===== src/rtl/bcd_pkg.sv =====
// Shared constants and helpers for the BCD up/down counter: segment glyphs and
// elaboration-time conversion of the decimal terminal count to packed BCD.
package bcd_pkg;

  localparam logic [6:0] SEG_BLANK = 7'h7F;
  localparam logic [3:0] DIGIT_MAX = 4'd9;

  // Active-low {g,f,e,d,c,b,a}; anything that is not a decimal digit goes dark.
  function automatic logic [6:0] seg_decode(input logic [3:0] bcd);
    logic [6:0] pattern;
    case (bcd)
      4'd0:    pattern = ~7'h3F;
      4'd1:    pattern = ~7'h06;
      4'd2:    pattern = ~7'h5B;
      4'd3:    pattern = ~7'h4F;
      4'd4:    pattern = ~7'h66;
      4'd5:    pattern = ~7'h6D;
      4'd6:    pattern = ~7'h7D;
      4'd7:    pattern = ~7'h07;
      4'd8:    pattern = ~7'h7F;
      4'd9:    pattern = ~7'h67;
      default: pattern = SEG_BLANK;
    endcase
    return pattern;
  endfunction

  function automatic logic [31:0] to_bcd(input int value, input int digits);
    logic [31:0] result;
    int          rem;
    result = '0;
    rem    = value;
    for (int i = 0; i < 8; i++) begin
      if (i < digits) begin
        result[4*i +: 4] = 4'(rem % 10);
        rem = rem / 10;
      end
    end
    return result;
  endfunction

endpackage


===== src/rtl/bcd_digit.sv =====
// One decade of the BCD chain: steps its digit when the decade below rolls over
// and passes its own carry (counting up) or borrow (counting down) upward.
import bcd_pkg::*;

module bcd_digit (
  input  logic [3:0] digit,
  input  logic       step,
  input  logic       up,
  input  logic       carry_in,
  output logic [3:0] next_digit,
  output logic       carry_out
);

  always_comb begin
    next_digit = digit;
    carry_out  = 1'b0;
    if (step && carry_in) begin
      if (up) begin
        if (digit >= DIGIT_MAX) begin
          next_digit = 4'd0;
          carry_out  = 1'b1;
        end else begin
          next_digit = digit + 4'd1;
        end
      end else begin
        if (digit == 4'd0) begin
          next_digit = DIGIT_MAX;
          carry_out  = 1'b1;
        end else begin
          next_digit = digit - 4'd1;
        end
      end
    end
  end

endmodule


===== src/rtl/bcd_updown_counter.sv =====
// N-digit BCD up/down counter with programmable modulus, validated synchronous
// load, wrap/load-error pulses and per-digit active-low 7-segment outputs.
import bcd_pkg::*;

module bcd_updown_counter #(
  parameter int DIGITS   = 3,
  parameter int MAX      = 999,
  parameter int BLANK_LZ = 1
) (
  input  logic                  clk,
  input  logic                  reset,
  input  logic                  en,
  input  logic                  up,
  input  logic                  load,
  input  logic [4*DIGITS-1:0]   d,
  output logic [4*DIGITS-1:0]   q,
  output logic                  tc,
  output logic                  wrap,
  output logic                  load_err,
  output logic [7*DIGITS-1:0]   seg
);

  localparam int              W         = 4 * DIGITS;
  localparam logic [31:0]     MAX_BCD32 = to_bcd(MAX, DIGITS);
  localparam logic [W-1:0]    MAX_BCD   = MAX_BCD32[W-1:0];

  logic [W-1:0]    count_next;
  logic [DIGITS:0] carry;
  logic            at_max;
  logic            at_zero;
  logic            wrap_hit;
  logic            nibbles_ok;
  logic            load_ok;

  assign carry[0] = 1'b1;

  for (genvar g = 0; g < DIGITS; g++) begin : g_digit
    bcd_digit u_digit (
      .digit      (q[4*g +: 4]),
      .step       (en),
      .up         (up),
      .carry_in   (carry[g]),
      .next_digit (count_next[4*g +: 4]),
      .carry_out  (carry[g+1])
    );
  end

  assign at_max  = (q == MAX_BCD);
  assign at_zero = (q == '0);
  assign tc      = en & (up ? at_max : at_zero);

  // Counting down, a borrow out of the top decade happens exactly when q is zero.
  assign wrap_hit = up ? at_max : carry[DIGITS];

  // With every nibble a valid decimal digit, packed BCD orders like the number.
  always_comb begin
    nibbles_ok = 1'b1;
    for (int i = 0; i < DIGITS; i++) begin
      if (d[4*i +: 4] > DIGIT_MAX) nibbles_ok = 1'b0;
    end
  end

  assign load_ok = nibbles_ok && (d <= MAX_BCD);

  always_ff @(posedge clk) begin
    if (reset) begin
      q        <= '0;
      wrap     <= 1'b0;
      load_err <= 1'b0;
    end else begin
      wrap     <= 1'b0;
      load_err <= 1'b0;
      if (load) begin
        if (load_ok) q <= d;
        else         load_err <= 1'b1;
      end else if (en) begin
        if (wrap_hit) begin
          q    <= up ? '0 : MAX_BCD;
          wrap <= 1'b1;
        end else begin
          q <= count_next;
        end
      end
    end
  end

  // Scan from the top digit down; digits above the first nonzero one go dark.
  always_comb begin : blank_scan
    logic seen;
    seen = 1'b0;
    seg  = '0;
    for (int i = DIGITS - 1; i >= 0; i--) begin
      if (q[4*i +: 4] != 4'd0) seen = 1'b1;
      if ((BLANK_LZ != 0) && !seen && (i != 0)) seg[7*i +: 7] = SEG_BLANK;
      else                                      seg[7*i +: 7] = seg_decode(q[4*i +: 4]);
    end
  end

endmodule


===== config.mk =====
export PLATFORM = sky130hd
export DESIGN_NAME = bcd_updown_counter
export DESIGN_NICKNAME = d
export VERILOG_FILES = /design/src/rtl/bcd_pkg.sv /design/src/rtl/bcd_digit.sv /design/src/rtl/bcd_updown_counter.sv
export SDC_FILE = /design/constraint.sdc
export NUM_CORES = 1
export LEC_CHECK = 0
export ABC_AREA = 1
export CAP_MARGIN = 0
export CORE_MARGIN = 4
export CORE_UTILIZATION = 47
export DETAILED_ROUTE_END_ITERATION = 8
export HOLD_SLACK_MARGIN = 0.12
export PLACE_DENSITY_LB_ADDON = 0.25
export SYNTH_ARGS = -nofsm -noshare
export SYNTH_HDL_FRONTEND = slang
export SYNTH_SLANG_ARGS = --single-unit
export TNS_END_PERCENT = 30

===== constraint.sdc =====
create_clock -name clk -period 2.25 [get_ports clk]
set_clock_uncertainty 0.1 [all_clocks]
set_input_delay 0.45 -clock clk [delete_from_list [all_inputs] [get_ports clk]]
set_output_delay 0.45 -clock clk [all_outputs]
set_load 0.02 [all_outputs]

==> run summary <==
The portion of total power attributed to combinational logic is 55.1%. The CTS H-tree depth came out at 2. The signed area change from the synthesized netlist to the final layout is 78.4%. The final critical-path setup slack came out at -0.240 ns.

The worst slew margin relative to its limit is between 70% and 80%. The net count reported at finish came out at roughly 580. Derived from the worst setup path, the maximum achievable clock frequency is between 0.4 and 0.5 GHz.

The power share of the clock group came out at about 18%. The worst setup path is captured at a flop. The wire length reported by the detailed router is roughly 11 mm. The start point of the worst hold path is en. The total CTS buffers is 5.

The largest fanout on the critical path came out at 5. The initial utilization of the core area, before any placement, comes to between 40% and 50%. The number of nets in the synthesized netlist is 410.

After floorplanning, the core was divided into 27 placement rows. The root buffer cell is sky130_fd_sc_hd__clkbuf_8. The switching power is 1110 uW. The placeable core area is 5510 um2. The largest buffer count on any clock path came out at 2. The detailed placement HPWL is a little over 6 mm.

Cells with a size suffix above 1 make up between 50% and 60% of the layout. After detailed routing, the number of vias per cell comes to 5.55. The required time at the worst-slack endpoint is between 2 and 2.5 ns. The path category of the worst min-delay check is in2reg. The clock period minus final worst setup slack is 2.49 ns.

Each instance of the synthesized netlist takes up on average 7.26 um2. The number of design-rule violations left by the first detailed-router iteration came out at 308. The overall track demand over capacity in global routing came out at a little under a quarter.

Cell internal power was estimated by the tool at about 1600 uW. At the end of the flow the core is filled with cells to a little under 90%. The width of the die came out at 83.5 um. The number of I/O port buffers is 52. Of the total power, the share spent switching nets is 41.2%. The worst vdd rail ir drop is between 0.4 and 0.5 mV. The post-synthesis instance area came out at 2680 um2. The final max-slew violation count is 0. The synthesized design devotes to its leading area cell type about a quarter of total area. Summing all flip-flop and latch instances after layout gives roughly 720 um2. In this run, flip-flops and latches consume between 20% and 30% of the power. The number of warnings issued by yosys is 0. The first global-routing pass estimated between 10 and 15 mm of wire. The number of antenna diodes is 0. The total I/O pin count came out at 53. Setup violations remaining at the end of the flow were counted as 25.

The area of combinational cells with multiple inputs is 2260 um2. In this run, distinct cell masters in the synthesized netlist total 34. The detailed-route DRC error count is 0. The via count came out at 3377.

Tracing the worst setup path back leads to its startpoint at q[9]$_SDFFE_PP0N_. The final reports fail on setup timing. The power per unit of standard cell area came out at 566 nW/um2. The count of antenna-violating nets left after detailed routing is 0.

Synthesis produced a netlist whose cell count is 369. The data arrival time of the critical path came out at roughly 2.6 ns. Clock tree synthesis found a total of 35 sinks. The global placer's final weighted congestion is 0.998. TritonCTS built the clock tree. The run finished, with violations left. The worst hold slack is roughly 0.55 ns. The die area came out at 6970 um2.

The reported leakage power came out at roughly 0.0024 uW. The setup TNS came out at -2.28 ns. Yosys attributes the largest share of cell area to sky130_fd_sc_hd__dfxtp_1 (26%), sky130_fd_sc_hd__ha_1 (11%), sky130_fd_sc_hd__nand2_1 (11%), sky130_fd_sc_hd__nand3_1 (10%), sky130_fd_sc_hd__inv_1 (6.2%). For this run, the detailed router's first-pass iteration total came to 5.

The synthesis-stage register bit count came out at 35. Entering global routing, the biggest net connects 12 pins. The final period utilization is 111%. The number of hold violations in the final report came to 0.

The transition time at the pin with the least slew margin is roughly 0.4 ns. STA classifies the critical path startpoint as a flop. The register area share after synthesis came out at 26.1%. Setup repair after global routing could not meet its margin everywhere. The tool flagged a number of max-cap violations equal to 0. The sum of overflow across all layers after global routing is 0. After detailed routing, the average wire length per cell comes to around 19 um.

The worst setup path is of the reg2reg kind. The via count of the first global-routing pass came to 2969. The cell type with the largest total area after synthesis is sky130_fd_sc_hd__dfxtp_1. The clock-pin slew of the registers on the worst-case setup and hold paths is approximately 0.080 ns.

The number of antenna violations at the first check in global routing is 0. The layout has around 270 filler cells. The later-pin clock latency in the skew report came out at ~0.29 ns. The chip height came out at about 84 um.

The startpoint identified for the worst register-to-register timing path is q[9]$_SDFFE_PP0N_.
## final cells by class
class,count,share of cell area [%]
sequential,35,15.1
tap,72,1.88
timing repair buffer,165,29.2
inverter,54,4.82
clock inverter,2,0.236
multi-input combinational,274,47.2
clock buffer,6,1.52
## worst max-delay path, cell delays in order (launching register included)
cell	delay, ns
sky130_fd_sc_hd__dfxtp_2	0.36
sky130_fd_sc_hd__inv_4	0.06
sky130_fd_sc_hd__ha_4	0.17
sky130_fd_sc_hd__inv_1	0.13
sky130_fd_sc_hd__buf_4	0.13
sky130_fd_sc_hd__nand3_1	0.14
sky130_fd_sc_hd__nand2_1	0.12
sky130_fd_sc_hd__nand2_1	0.06
sky130_fd_sc_hd__nand3_1	0.06
sky130_fd_sc_hd__nand2_1	0.05
sky130_fd_sc_hd__nand3b_1	0.20
sky130_fd_sc_hd__nand2_2	0.13
sky130_fd_sc_hd__nand2_4	0.10
sky130_fd_sc_hd__ha_4	0.30
sky130_fd_sc_hd__nand4_1	0.13
sky130_fd_sc_hd__nand3_2	0.08
sky130_fd_sc_hd__nand2_1	0.05
## final timing paths
kind,depth (start not counted),slack [ns],endpoint
worst max-delay path,16,-0.24,flop
worst min-delay path,5,0.55,wrap$_SDFF_PP0_
worst max register to register,16,-0.24,flop
worst min register to register,5,0.77,q[0]$_SDFFE_PP0N_
## cells in the mapped netlist
library cell               count
sky130_fd_sc_hd__nand2_1      75
sky130_fd_sc_hd__nand3_1      56
sky130_fd_sc_hd__inv_1        44
sky130_fd_sc_hd__dfxtp_1      35
sky130_fd_sc_hd__ha_1         24
sky130_fd_sc_hd__nand2_2      19
sky130_fd_sc_hd__or2_2        18
sky130_fd_sc_hd__nand4_1      15
sky130_fd_sc_hd__inv_2         9
sky130_fd_sc_hd__nand2_4       9
sky130_fd_sc_hd__nor2_1        8
sky130_fd_sc_hd__o21ai_0       8
sky130_fd_sc_hd__nand3_2       6
sky130_fd_sc_hd__xor2_1        6
sky130_fd_sc_hd__nand3_4       4
sky130_fd_sc_hd__nand3b_1      4
sky130_fd_sc_hd__buf_2         3
sky130_fd_sc_hd__o211ai_1      3
sky130_fd_sc_hd__o21ai_1       3
sky130_fd_sc_hd__a21oi_1       2
sky130_fd_sc_hd__buf_6         2
sky130_fd_sc_hd__nor2_2        2
sky130_fd_sc_hd__nor4_1        2
sky130_fd_sc_hd__o22ai_1       2
sky130_fd_sc_hd__a211oi_1      1
sky130_fd_sc_hd__a21boi_0      1
sky130_fd_sc_hd__a21oi_2       1
sky130_fd_sc_hd__clkbuf_1      1
sky130_fd_sc_hd__clkinv_4      1
sky130_fd_sc_hd__nor2_4        1
sky130_fd_sc_hd__nor3_2        1
sky130_fd_sc_hd__o21ai_4       1
sky130_fd_sc_hd__or2_0         1
sky130_fd_sc_hd__or2_1         1
## power groups by stage
| stage | combinational, uW | sequential [uW] | clock, uW |
|---|---|---|---|
| 2_1_floorplan | 566 | 802 | 0 |
| 3_3_place_gp | 1150 | 740 | 0 |
| 3_5_place_dp | 1160 | 743 | 0 |
| 4_1_cts | 1220 | 732 | 466 |
| 5_1_grt | 1580 | 745 | 504 |
| 6_report | 1490 | 740 | 474 |
## cell usage in the layout (no fill, tap or decap), types with 3 or more instances in the layout
| cell | synthesis | routed |
|---|---|---|
| sky130_fd_sc_hd__inv_4 | 0 | 10 |
| sky130_fd_sc_hd__nand3_1 | 56 | 40 |
| sky130_fd_sc_hd__or2_2 | 18 | 18 |
| sky130_fd_sc_hd__dfxtp_4 | 0 | 5 |
| sky130_fd_sc_hd__clkbuf_8 | 0 | 5 |
| sky130_fd_sc_hd__ha_1 | 24 | 8 |
| sky130_fd_sc_hd__ha_4 | 0 | 14 |
| sky130_fd_sc_hd__nand2_1 | 75 | 62 |
| sky130_fd_sc_hd__xor2_1 | 6 | 6 |
| sky130_fd_sc_hd__clkbuf_2 | 0 | 3 |
| sky130_fd_sc_hd__inv_1 | 44 | 24 |
| sky130_fd_sc_hd__buf_6 | 2 | 23 |
| sky130_fd_sc_hd__a21oi_4 | 0 | 3 |
| sky130_fd_sc_hd__buf_2 | 3 | 7 |
| sky130_fd_sc_hd__nand3b_1 | 4 | 4 |
| sky130_fd_sc_hd__nand4_1 | 15 | 15 |
| sky130_fd_sc_hd__buf_4 | 0 | 97 |
| sky130_fd_sc_hd__dlygate4sd2_1 | 0 | 4 |
| sky130_fd_sc_hd__nand3_2 | 6 | 10 |
| sky130_fd_sc_hd__nand2_4 | 9 | 15 |
| sky130_fd_sc_hd__clkdlybuf4s15_1 | 0 | 3 |
| sky130_fd_sc_hd__o211ai_1 | 3 | 3 |
| sky130_fd_sc_hd__o21ai_2 | 0 | 6 |
| sky130_fd_sc_hd__nand3_4 | 4 | 16 |
| sky130_fd_sc_hd__nand2_2 | 19 | 25 |
| sky130_fd_sc_hd__dfxtp_1 | 35 | 28 |
| sky130_fd_sc_hd__nor2_1 | 8 | 6 |
| sky130_fd_sc_hd__o21ai_0 | 8 | 3 |
| sky130_fd_sc_hd__clkdlybuf4s50_1 | 0 | 25 |
| sky130_fd_sc_hd__inv_2 | 9 | 20 |
| sky130_fd_sc_hd__nor2_4 | 1 | 3 |
## metal layers
metal  up-vias  part of all wire (%)  global-route usage (%)
met5         -                     0                       0
met4         0                   4.8                    7.16
met3        66                   8.5                    4.05
met2       246                    48                    40.5
met1      1523                    38                    31.3
li1       1542                     -                       -
## cell families after synthesis
| logic type | after synthesis | synth area share [%] |
|---|---|---|
| XOR/XNOR | 6 | 1.96 |
| flip-flops | 35 | 26.1 |
| AO/OA/AOI/OAI | 22 | 5.23 |
| AND/OR/NAND/NOR | 222 | 46.2 |
| adder cells (fa/ha/maj) | 24 | 11.2 |
| buffers and inverters | 60 | 9.29 |
## metrics by stage
stage / std cells / cell area, um2 / setup WS (ns) / total power, uW
floorplan: 369 / 2710 / -0.0208 / 1370
finish: 608 / 4780 / -0.240 / 2700
global route: 608 / 4780 / -0.335 / 2830
CTS: 595 / 4240 / -0.0544 / 2420
detailed placement: 573 / 3940 / -0.682 / 1900
global placement: 573 / 3940 / -0.653 / 1890
## what timing repair did
item / CTS / global route
resized for setup: 131 / 113
setup buffers: 14 / 14
setup endpoints to repair: 37 / 32
hold buffers: 0 / 0
pin swaps: 21 / 61
Power figures use the tool's default switching activity.
